File: config.mk
export PLATFORM = sky130hd
export DESIGN_NAME = if_stage_flat
export DESIGN_NICKNAME = d
export VERILOG_FILES = /design/src/rtl/if_stage_if.sv /design/src/rtl/if_stage.sv /design/src/flat_wrapper.sv
export SDC_FILE = /design/constraint.sdc
export NUM_CORES = 1
export LEC_CHECK = 0
export BUFFER_PORTS_ARGS = -buffer_cell sky130_fd_sc_hd__buf_2
export CAP_MARGIN = 20
export CORE_AREA = 3 3 122 124
export CTS_CLUSTER_SIZE = 20
export DETAILED_ROUTE_END_ITERATION = 10
export DIE_AREA = 0 0 125 127
export GPL_TIMING_DRIVEN = 0
export PLACE_DENSITY = 0.84
export SLEW_MARGIN = 20
export SYNTH_ARGS = -nofsm -noshare
export SYNTH_HDL_FRONTEND = slang
export SYNTH_SLANG_ARGS = --single-unit
File: constraint.sdc
create_clock -name clk -period 5.1 [get_ports clk]
set_input_delay 0 -clock clk [delete_from_list [all_inputs] [get_ports clk]]
set_output_delay 0 -clock clk [all_outputs]
set_load 0.02 [all_outputs]
File: src/rtl/if_stage_if.sv
// Signal bundle between the fetch stage, decode control and the instruction ROM.
// The master side is the fetch stage. The slave side is decode plus the memory.
interface if_stage_if #(
  parameter int AW = 12
);
  logic          stall;
  logic          flush;
  logic          redirect;
  logic [31:0]   npc;
  logic [AW-1:0] im_addr;
  logic [31:0]   im_rdata;
  logic [31:0]   F_pc;
  logic [31:0]   D_instr;
  logic [31:0]   D_pc;
  logic [31:0]   D_pc8;
  logic          D_valid;
  logic          D_exc_adel;
  logic [31:0]   fetch_count;

  modport master (
    input  stall, flush, redirect, npc, im_rdata,
    output im_addr, F_pc, D_instr, D_pc, D_pc8, D_valid, D_exc_adel, fetch_count
  );

  modport slave (
    output stall, flush, redirect, npc, im_rdata,
    input  im_addr, F_pc, D_instr, D_pc, D_pc8, D_valid, D_exc_adel, fetch_count
  );
endinterface

File: src/rtl/if_stage.sv
// MIPS instruction-fetch stage. It holds the PC and the IF/ID register and checks fetch addresses.
// Redirects use one architectural delay slot.
module if_stage #(
  parameter logic [31:0] PC_RESET = 32'h0000_3000,
  parameter logic [31:0] IM_BASE  = 32'h0000_3000,
  parameter int          IM_WORDS = 4096
) (
  input  logic        clk,
  input  logic        reset_n,
  if_stage_if.master  bus
);
  localparam int AW = $clog2(IM_WORDS);
  // Widened to 33 bits so a ROM window ending at 2^32 does not wrap to zero.
  localparam logic [32:0] IM_END = {1'b0, IM_BASE} + 33'(IM_WORDS) * 33'd4;

  logic [31:0] pc_q, pc_d;
  logic [31:0] d_instr_q, d_instr_d;
  logic [31:0] d_pc_q, d_pc_d;
  logic [31:0] d_pc8_q, d_pc8_d;
  logic        d_valid_q, d_valid_d;
  logic        d_adel_q, d_adel_d;
  logic [31:0] cnt_q, cnt_d;
  logic        adel;

  always_comb begin
    adel = (pc_q[1:0] != 2'b00) || (pc_q < IM_BASE) || ({1'b0, pc_q} >= IM_END);
  end

  assign bus.im_addr     = AW'((pc_q - IM_BASE) >> 2);
  assign bus.F_pc        = pc_q;
  assign bus.D_instr     = d_instr_q;
  assign bus.D_pc        = d_pc_q;
  assign bus.D_pc8       = d_pc8_q;
  assign bus.D_valid     = d_valid_q;
  assign bus.D_exc_adel  = d_adel_q;
  assign bus.fetch_count = cnt_q;

  always_comb begin
    // NOTE: every next-state value defaults to hold first, so no path can infer a latch.
    pc_d      = pc_q;
    d_instr_d = d_instr_q;
    d_pc_d    = d_pc_q;
    d_pc8_d   = d_pc8_q;
    d_valid_d = d_valid_q;
    d_adel_d  = d_adel_q;
    cnt_d     = cnt_q;

    // A stall also drops any pending redirect. Decode re-asserts it once the stall clears.
    if (!bus.stall) begin
      pc_d = bus.redirect ? bus.npc : pc_q + 32'd4;
    end

    if (bus.flush) begin
      d_instr_d = '0;
      d_valid_d = 1'b0;
      d_adel_d  = 1'b0;
    end else if (!bus.stall) begin
      d_instr_d = adel ? 32'h0 : bus.im_rdata;
      d_pc_d    = pc_q;
      d_pc8_d   = pc_q + 32'd8;
      d_valid_d = 1'b1;
      d_adel_d  = adel;
      cnt_d     = cnt_q + 32'd1;
    end
  end

  // NOTE: sequential state uses non-blocking assignments only. Reset is asynchronous and reaches every flop.
  always_ff @(posedge clk or negedge reset_n) begin
    if (!reset_n) begin
      pc_q      <= PC_RESET;
      d_instr_q <= '0;
      d_pc_q    <= '0;
      d_pc8_q   <= '0;
      d_valid_q <= 1'b0;
      d_adel_q  <= 1'b0;
      cnt_q     <= '0;
    end else begin
      pc_q      <= pc_d;
      d_instr_q <= d_instr_d;
      d_pc_q    <= d_pc_d;
      d_pc8_q   <= d_pc8_d;
      d_valid_q <= d_valid_d;
      d_adel_q  <= d_adel_d;
      cnt_q     <= cnt_d;
    end
  end
endmodule

File: src/flat_wrapper.sv
// flat-port wrapper written by rule: the top's interface ports become plain ports
module if_stage_flat 
#(
  parameter logic [31:0] PC_RESET = 32'h0000_3000,
  parameter logic [31:0] IM_BASE  = 32'h0000_3000,
  parameter int          IM_WORDS = 4096
)
  (clk, reset_n, bus_stall, bus_flush, bus_redirect, bus_npc, bus_im_rdata, bus_im_addr, bus_F_pc, bus_D_instr, bus_D_pc, bus_D_pc8, bus_D_valid, bus_D_exc_adel, bus_fetch_count);
  if_stage_if #(.AW(($clog2(IM_WORDS)))) bus_i ();
  input  logic clk;
  input  logic reset_n;
  input wire logic [$bits(bus_i.stall)-1:0] bus_stall;
  input wire logic [$bits(bus_i.flush)-1:0] bus_flush;
  input wire logic [$bits(bus_i.redirect)-1:0] bus_redirect;
  input wire logic [$bits(bus_i.npc)-1:0] bus_npc;
  input wire logic [$bits(bus_i.im_rdata)-1:0] bus_im_rdata;
  output wire logic [$bits(bus_i.im_addr)-1:0] bus_im_addr;
  output wire logic [$bits(bus_i.F_pc)-1:0] bus_F_pc;
  output wire logic [$bits(bus_i.D_instr)-1:0] bus_D_instr;
  output wire logic [$bits(bus_i.D_pc)-1:0] bus_D_pc;
  output wire logic [$bits(bus_i.D_pc8)-1:0] bus_D_pc8;
  output wire logic [$bits(bus_i.D_valid)-1:0] bus_D_valid;
  output wire logic [$bits(bus_i.D_exc_adel)-1:0] bus_D_exc_adel;
  output wire logic [$bits(bus_i.fetch_count)-1:0] bus_fetch_count;
  assign bus_i.stall = bus_stall;
  assign bus_i.flush = bus_flush;
  assign bus_i.redirect = bus_redirect;
  assign bus_i.npc = bus_npc;
  assign bus_i.im_rdata = bus_im_rdata;
  assign bus_im_addr = bus_i.im_addr;
  assign bus_F_pc = bus_i.F_pc;
  assign bus_D_instr = bus_i.D_instr;
  assign bus_D_pc = bus_i.D_pc;
  assign bus_D_pc8 = bus_i.D_pc8;
  assign bus_D_valid = bus_i.D_valid;
  assign bus_D_exc_adel = bus_i.D_exc_adel;
  assign bus_fetch_count = bus_i.fetch_count;
  if_stage #(.PC_RESET(PC_RESET), .IM_BASE(IM_BASE), .IM_WORDS(IM_WORDS)) u_core (.clk(clk), .reset_n(reset_n), .bus(bus_i));
endmodule
==> impl_metrics.py <==
metrics = {
    "outcome": {
        "status": "finished, final reports clean",
    },
    "clock_tree": {
        "cts_resized": 0,
        "post_cts_buffers": 0,
        "cts_tree": "built",
        "cts.sinks": 159,
        "clk_pin_slew_ns": 0.06,
        "clockRootBuffer": "clkbuf_16",
        "clock_latency_ns": 0.43,
        "htreeDepth": 4,
        "cts_buffers": 17,
        "cts_buffer_depth": 2,
    },
    "yosys": {
        "syn_avg_cell_area_um2": 9.57,
        "synth_nets": 865,
        "yosysWarnings": 0,
        "yosysUniqueCellTypes": 52,
        "synthArstFlopShare": 1.00,
        "ys_ff_latch": 159,
        "seq_area_frac_synth": 0.526,
        "synth_edf_count": 0,
        "syn_inst": 791,
        "netlist_area_um2": 7570,
        "synth_top_flop_cell": "dfrtp_1",
    },
    "route": {
        "vias": 7570,
        "avgViaCountPerCell": 5.79,
        "totalWireLength_um": 25300,
        "drt_iter0_drc": 848,
        "drc_errors": 0,
        "ant_nets": 0,
        "dr.pass1.iters": 7,
        "drt-wirelength-per-cell_um": 19.4,
    },
    "flow_run": {
        "max-cap-violations": 0,
    },
    "global_route": {
        "grt_max_degree": 95,
        "grt_remaining_overflow": 0,
        "track_usage": 0.315,
        "grt_pass1_vias": 7251,
        "antenna_found_initial": 0,
        "grt_pass1_wl_um": 39500,
    },
    "place": {
        "pre_cts_ws_ns": 2.50,
        "globalplace.congestion": 0.950,
        "io_buffers": 241,
        "dp_hpwl_um": 17600,
    },
    "floorplan": {
        "fp.dieW_um": 125,
        "die_area_um2": 15900,
        "ioPinCount": 243,
        "die_y_um": 127,
        "fp-row-count": 43,
        "core-area_um2": 13900,
        "initial_core_util": 0.545,
    },
    "layout": {
        "layout_common_cells": "255 x buf_2, 162 x nand2_1, 157 x dfrtp_1",
        "nNetsFinal": 1188,
        "n_fill_cell": 1015,
        "area_delta_synth_final_pct": 35.8,
        "seq_area_um2": 3980,
        "final_common_cell": "buf_2",
        "multiInputGateArea_um2": 3180,
        "antenna_cells": 0,
        "drive_gt1_frac": 0.285,
    },
    "sta": {
        "period_needed_ns": 2.84,
        "clock_skew_ns": 0.00858,
        "max_slew_margin": 0.234,
        "slew_violations": 0,
        "setup_viol": 0,
        "tns_ns": 0,
        "finalHoldViolCount": 0,
        "hold_slack_ns": 0.0251,
        "finalCritPeriodShare": 0.557,
        "worst_slack_ns": 2.26,
        "rsz0062_at_grt": "false",
        "worst_pin_slew_ns": 1.14,
        "fmax_ghz": 0.352,
    },
    "power": {
        "power_per_cell_area_nw_per_um2": 368,
        "combPwrFrac": 0.245,
        "p_leak_nw": 5.08,
        "p_int_mw": 2.52,
        "power_frac_seq": 0.402,
        "clockPowerShare": 0.354,
        "p_switching_mw": 1.27,
        "swShare": 0.335,
        "peakVddDrop_mv": 0.261,
    },
    "min_path": {
        "hp-class": "in -> reg",
        "hold_depth": 4,
    },
    "worst_setup_path": {
        "r2r_cells": 6,
        "critPathMaxFanout": 10,
        "critPathCaptureType": "flip-flop",
        "crit_arrival_ns": 3.10,
        "path_class": "reg -> reg",
        "required_ns": 5.36,
        "cp-start-kind": "flip-flop",
    },
}
==> routing by layer <==
| metal | vias up | share of wire | track usage |
|---|---|---|---|
| met5 | - | 0 | 0 |
| met4 | 0 | 0.044 | 0.126 |
| met3 | 95 | 0.090 | 0.0794 |
| met2 | 476 | 0.46 | 0.501 |
| met1 | 3607 | 0.40 | 0.418 |
| li1 | 3392 | - | - |
==> state kept, by name, indices dropped and copies added (netlist names) <==
| register | cells |
|---|---|
| u_core.bus.D_instr | 32 |
| u_core.bus.D_pc8 | 32 |
| u_core.bus.F_pc | 32 |
| u_core.bus.fetch_count | 32 |
| u_core.bus.D_pc | 29 |
| u_core.bus.D_exc_adel | 1 |
| u_core.bus.D_valid | 1 |
==> worst paths after layout <==
path / startpoint / endpoint / slack [ns]
worst max register to register: u_core.bus.F_pc[3] / u_core.bus.F_pc[27] / 2.26
worst min register to register: u_core.bus.D_pc8[4] / u_core.bus.D_pc8[4] / 0.47
min in group asynchronous: reset_n / u_core.bus.D_pc[6] / 0.20
max in group asynchronous: reset_n / u_core.bus.D_pc8[0] / 4.13
worst max-delay path: u_core.bus.F_pc[3] / u_core.bus.F_pc[27] / 2.26
worst min-delay path: bus_npc[25] / u_core.bus.F_pc[25] / 0.03
==> per-stage QoR <==
stage               utilization  cells  instance area [um^2]  power (mW)
detailed placement        0.651   1213                  9040        2.41
global placement          0.649   1212                  9000        2.38
CTS                       0.740   1307                 10300        3.77
global route              0.741   1307                 10300        3.94
finish                    0.741   1307                 10300        3.78
floorplan                     -    791                  7570        2.05
==> power groups by stage <==
stage               combinational [mW]  clock, mW  sequential [mW]
floorplan                        0.352          0             1.70
CTS                              0.913       1.34             1.52
global route                     0.994       1.41             1.54
finish                           0.925       1.34             1.52
detailed placement               0.870          0             1.54
global placement                 0.854          0             1.53
==> worst max-delay path: stages, from the launching register on <==
cell	delay, ns
dfrtp_1	0.55
ha_1	0.33
nand3_2	0.27
nor4_1	1.02
nand3_1	0.22
o22ai_1	0.17
a21boi_0	0.10
==> synth_stat cells (all sizes together), types with 3 or more instances <==
| cell | number | share of area |
|---|---|---|
| o22a | 7 | 0.0081 |
| a41oi | 4 | 0.0046 |
| o21ai | 56 | 0.037 |
| a22o | 33 | 0.038 |
| a22oi | 3 | 0.0030 |
| dfrtp | 157 | 0.52 |
| a2bb2oi | 6 | 0.0069 |
| mux2i | 3 | 0.0040 |
| nand3 | 36 | 0.026 |
| nor3 | 19 | 0.013 |
| and4 | 5 | 0.0058 |
| nor2 | 44 | 0.022 |
| xor2 | 19 | 0.022 |
| a21oi | 18 | 0.012 |
| clkbuf | 35 | 0.017 |
| and3 | 10 | 0.0083 |
| nor4 | 18 | 0.017 |
| or4 | 3 | 0.0030 |
| nand4 | 22 | 0.021 |
| or3 | 7 | 0.0064 |
| inv | 15 | 0.0074 |
| xnor2 | 40 | 0.046 |
| buf | 37 | 0.031 |
| nand2 | 162 | 0.080 |
| a211oi | 3 | 0.0030 |
| or2 | 3 | 0.0025 |
| ha | 5 | 0.0083 |
==> timing repair <==
action / CTS / global route
hold buffers: 62 / 0
endpoints found under the hold margin: 153 / 0
endpoints found under the setup margin: 0 / 0
==> logic make-up (layout without fill, tap and decap cells) <==
logic type                 Yosys count  in the layout  share of synthesized area
AOI/OAI and AO/OA                  145            145                      0.129
xor gates and xnor gates            59             59                     0.0683
adders and majority gates            5              5                    0.00826
buffers and inverters               87            423                     0.0555
DFF                                159            159                      0.526
muxes                                3              3                    0.00397
and+or+nand+nor                    333            333                      0.210
==> area by class of cell <==
class / instances / area share
multi-input cells: 545 / 0.309
clock buffers: 18 / 0.0427
plain buffers: 72 / 0.0354
well taps: 180 / 0.0219
inverters: 15 / 0.00547
clock inverters: 14 / 0.0174
repair buffers: 304 / 0.181
flip-flops and latches: 159 / 0.387
No activity file was read; power rests on OpenSTA's default activity.
